<file path="src/rtl/alu_operand_entry.sv">
// Operand entry front end for the sign-magnitude ALU: debounces the enter key and
// steps through A, B and opcode capture, holding the results on registered outputs.
module alu_operand_entry #(
  parameter int unsigned DEBOUNCE_CYCLES = 16
) (
  input  logic       clk,
  input  logic       rst,
  input  logic [4:0] sw,
  input  logic [2:0] op_sw,
  input  logic       btn_raw,
  output logic [4:0] a,
  output logic [4:0] b,
  output logic [2:0] button,
  output logic       valid,
  output logic [1:0] stage
);

  typedef enum logic [1:0] {
    S_A   = 2'd0,
    S_B   = 2'd1,
    S_OP  = 2'd2,
    S_RUN = 2'd3
  } stage_t;

  localparam logic [15:0] CNT_MAX = 16'(DEBOUNCE_CYCLES - 1);

  logic        sync_0, sync;
  logic        stable, stable_d;
  logic [15:0] cnt;
  logic        press;

  stage_t      state_q, state_d;
  logic [4:0]  a_d, b_d;
  logic [2:0]  button_d;
  logic        valid_d;

  // A minus-zero operand is folded to plus-zero so the ALU sees one zero.
  function automatic logic [4:0] canon(input logic [4:0] v);
    return (v == 5'b10000) ? 5'b00000 : v;
  endfunction

  always_ff @(posedge clk or posedge rst) begin
    if (rst) begin
      sync_0   <= 1'b0;
      sync     <= 1'b0;
      stable   <= 1'b0;
      stable_d <= 1'b0;
      cnt      <= 16'd0;
    end else begin
      sync_0   <= btn_raw;
      sync     <= sync_0;
      stable_d <= stable;
      if (sync == stable) begin
        cnt <= 16'd0;
      end else if (cnt == CNT_MAX) begin
        stable <= sync;
        cnt    <= 16'd0;
      end else begin
        cnt <= cnt + 16'd1;
      end
    end
  end

  assign press = stable & ~stable_d;

  always_comb begin
    state_d  = state_q;
    a_d      = a;
    b_d      = b;
    button_d = button;
    valid_d  = 1'b0;
    if (press) begin
      unique case (state_q)
        S_A: begin
          a_d     = canon(sw);
          state_d = S_B;
        end
        S_B: begin
          b_d     = canon(sw);
          state_d = S_OP;
        end
        S_OP: begin
          button_d = op_sw;
          valid_d  = 1'b1;
          state_d  = S_RUN;
        end
        S_RUN: begin
          state_d = S_A;
        end
        default: state_d = S_A;
      endcase
    end
  end

  always_ff @(posedge clk or posedge rst) begin
    if (rst) begin
      state_q <= S_A;
      a       <= 5'd0;
      b       <= 5'd0;
      button  <= 3'd0;
      valid   <= 1'b0;
    end else begin
      state_q <= state_d;
      a       <= a_d;
      b       <= b_d;
      button  <= button_d;
      valid   <= valid_d;
    end
  end

  assign stage = state_q;

endmodule

</file>
<file path="config.mk">
export PLATFORM = sky130hd
export DESIGN_NAME = alu_operand_entry
export DESIGN_NICKNAME = d
export VERILOG_FILES = /design/src/rtl/alu_operand_entry.sv
export SDC_FILE = /design/constraint.sdc
export NUM_CORES = 1
export LEC_CHECK = 0
export ABC_AREA = 1
export ABC_CLOCK_PERIOD_IN_PS = 3100
export CORE_MARGIN = 4
export CORE_UTILIZATION = 51
export DETAILED_ROUTE_END_ITERATION = 6
export PLACE_DENSITY = 0.72
export SLEW_MARGIN = 20
export SYNTH_ARGS = -nofsm -noshare
export SYNTH_HDL_FRONTEND = slang
export SYNTH_SLANG_ARGS = --single-unit
export TNS_END_PERCENT = 20
</file>
<file path="constraint.sdc">
create_clock -name clk -period 3.1 [get_ports clk]
set_input_delay 0.775 -clock clk [delete_from_list [all_inputs] [get_ports clk]]
set_output_delay 0.775 -clock clk [all_outputs]
set_load 0.01 [all_outputs]
</file>
==> metrics.csv <==
stage;metric;value;unit
floorplan;dieWidth;66.5;um
drt;drt_iter0_markers;55;
critical_path;required;2320;ps
synth;syn_area;1740;sq um
cts;post-cts-setup-buffers;0;
cts;cts_root_buf;clkbuf_4;
synth;synthCells;201;
critical_path;cp_num_buf_inv;1;
synth;ys_ff_latch;36;
floorplan;core_area;3150;sq um
cts;cts.path.max_buffers;2;
global_routing;grt.total_usage;18.0;%
critical_path;crit_chain;clkdlybuf4s50_1;
min_path;min_path_type;flop to flop;
cts;cts_htree_levels;2;
synth;synth_compound_area_share;6.60;%
synth;async_flop_share;100;%
global_routing;grt_pass1_vias;1432;
timing;holdWs;370;ps
place;gp_congestion;0.823;
cts;cts_resized;0;
critical_path;cpPeakStageDelay;560;ps
critical_path;r2r_setup_slack;1710;ps
min_path;holdCritStartpoint;sync_0$_DFF_PP0_;
cells_and_area;utilization;67.7;%
floorplan;row_count;20;
synth;synthAdderAreaFrac;3.59;%
synth;synth_area_leaders;dfrtp_1 52%, nand2_1 11%, nor2_1 5.8%, o21ai_0 4.6%, inv_1 4.3%;
cts;clk_pin_slew;100;ps
drt;first_pass_iters;4;
global_routing;grt_max_degree;37;
drt;wl;3.30;mm
cts;cts_tree;yes;
synth;synth_top_area_share;51.6;%
synth;yosysSeqAreaShare;51.6;%
synth;ys_warn_count;0;
critical_path;critPathArrivalTime;1270;ps
timing;drv_slew;0;
global_routing;grt_antenna_before_repair;0;
timing;fmax;490;MHz
cells_and_area;n_antenna_cell;0;
cells_and_area;final_nets;251;
timing;tns;0;ps
critical_path;cp-start-kind;flop;
cts;cts_inserted_buffers;5;
cells_and_area;fill_cells;262;
cells_and_area;syn_to_final_growth;22.4;%
floorplan;ios;27;
global_routing;overflow;0;
min_path;whs_path_depth;0;
critical_path;crit_family;buffers and inverters;
cts;clkSinkCount;36;
cells_and_area;instances_no_fill;279;
floorplan;die_h;66.5;um
timing;setup_viol;0;
synth;synth.most_common_cell;nand2_1;
synth;synth_nets;217;
power_and_ir_drop;irDropWorstVdd;303;uV
synth;yosys.area_share.simple;30.6;%
critical_path;crit_fanout;2;
status;status;finished clean;
critical_path;regToRegStartpoint;cnt[0]$_DFF_PP0_;
place;dp_cells;272;
power_and_ir_drop;cellPowerDensity;374;nW/um^2
drt;vias;1368;
cells_and_area;drive_gt1_share;14.9;%
floorplan;die_area;4420;sq um
synth;synth_top_family_by_area;simple AND/OR/NAND/NOR gates;
synth;avgSynthCellArea;8.68;sq um
critical_path;ff2ff_path_depth;6;
place;dp_hpwl;2.55;mm
timing;period_minus_slack;2040;ps
floorplan;start_util;55.3;%
critical_path;path_class;flop to output pin;
drt;ant_nets;0;
critical_path;slowest_stage;clkdlybuf4s50_1;
critical_path;endpoint_kind;output pin;
drt;wl_per_cell;11.8;um
timing;rsz0062_at_grt;no;
timing;fin_skew;9.74;ps
power_and_ir_drop;p_leak;0.939;nW
drt;drc;0;
cts;cts_hold_buffers;0;
synth;synthMuxAreaShare;0;%
synth;yosysUniqueCellTypes;23;
run;drv_cap;0;
synth;synth_xor_xnor_area_share;2.51;%
drt;vias_per_cell;4.90;
timing;max_slew_margin;70.6;%
synth;synth-edff-count;0;
cts;clk_latency;330;ps
timing;post-route-period-util;65.8;%
synth;synth_commonest_cells;52 x nand2_1, 36 x dfrtp_1, 27 x nor2_1, 20 x inv_1, 16 x o21ai_0;
min_path;hold_end;sync$_DFF_PP0_;
synth;yosysTopAreaCell;dfrtp_1;
timing;worst_slew_pin_slew;441;ps
critical_path;r2r-end;cnt[3]$_DFF_PP0_;
timing;finalHoldViolCount;0;
place;port_buffers;26;
synth;synth_ff_type;dfrtp_1;
global_routing;grt_pass1_wl;6.04;mm
## cells by family (layout without fill, tap and decap cells)
logic type	after synthesis	count (layout)
adders and majority gates	5	5
buffers and inverters	23	57
DFF	36	36
AOI/OAI and AO/OA	21	21
and+or+nand+nor	111	111
xor gates and xnor gates	5	5
## power breakdown
part	switching (mW)	total, mW	leakage [nW]	internal (mW)
sequential	0.00649	0.482	0.428	0.476
combinational	0.0235	0.0449	0.474	0.0214
clock	0.144	0.272	0.0374	0.129
total	0.174	0.799	0.939	0.626
## through the flow
step	setup WS [ps]	instance area [sq um]	power, mW
2_1_floorplan	1520	1740	0.512
3_3_place_gp	1390	2070	0.535
3_5_place_dp	1340	2070	0.537
4_1_cts	1040	2130	0.808
5_1_grt	1000	2130	0.837
6_report	1060	2130	0.799
## cell usage in the layout (no fill, tap or decap)
master	n
a21oi_1	1
a21oi_2	1
buf_4	2
clkbuf_4	5
clkbuf_8	2
clkdlybuf4s50_1	26
dfrtp_1	36
ha_1	5
inv_1	20
inv_2	2
nand2_1	52
nand2_2	7
nand3_1	4
nand3_2	4
nand4_1	5
nor2_1	27
nor2_2	6
nor2_4	4
nor3b_1	1
nor3b_2	1
o21ai_0	16
o21ai_1	1
o21ai_2	1
o21bai_1	1
xnor2_1	2
xor2_1	3
## cell type report
| class | count | area (sq um) | area share [%] |
|---|---|---|---|
| Sequential cell | 36 | 901 | 42.2 |
| Multi-Input combinational cell | 142 | 756 | 35.4 |
| Timing Repair Buffer | 28 | 275 | 12.9 |
| Inverter | 22 | 82.6 | 3.87 |
| Clock buffer | 7 | 65.1 | 3.05 |
| Tap cell | 44 | 55.1 | 2.58 |
## worst max-delay path by stage
stage | from | to | cells after the start
floorplan | rst | a[0]$_DFFE_PP0P_ | 1
global placement | sw[3] | a[4]$_DFFE_PP0P_ | 5
detailed placement | sw[3] | a[4]$_DFFE_PP0P_ | 5
CTS | a[4]$_DFFE_PP0P_ | a[4] | 1
global route | stage[0]$_DFFE_PP0P_ | stage[0] | 1
finish | a[4]$_DFFE_PP0P_ | a[4] | 1
## state kept, by name (all words and copies together), names as in the netlist
signal,flops
a,5
b,5
button,3
cnt,16
stable,1
stable_d,1
stage,2
sync,1
sync_0,1
valid,1
## routing by layer
| metal | part of all wire [%] | track usage, % | vias to the layer above |
|---|---|---|---|
| met1 | 43 | 20.9 | 642 |
| met4 | 1.6 | 8.12 | 0 |
| met3 | 4.0 | 4.38 | 8 |
| met2 | 51 | 31.4 | 23 |
| li1 | - | - | 695 |
| met5 | 0 | 0 | - |
Power figures use the tool's default switching activity.
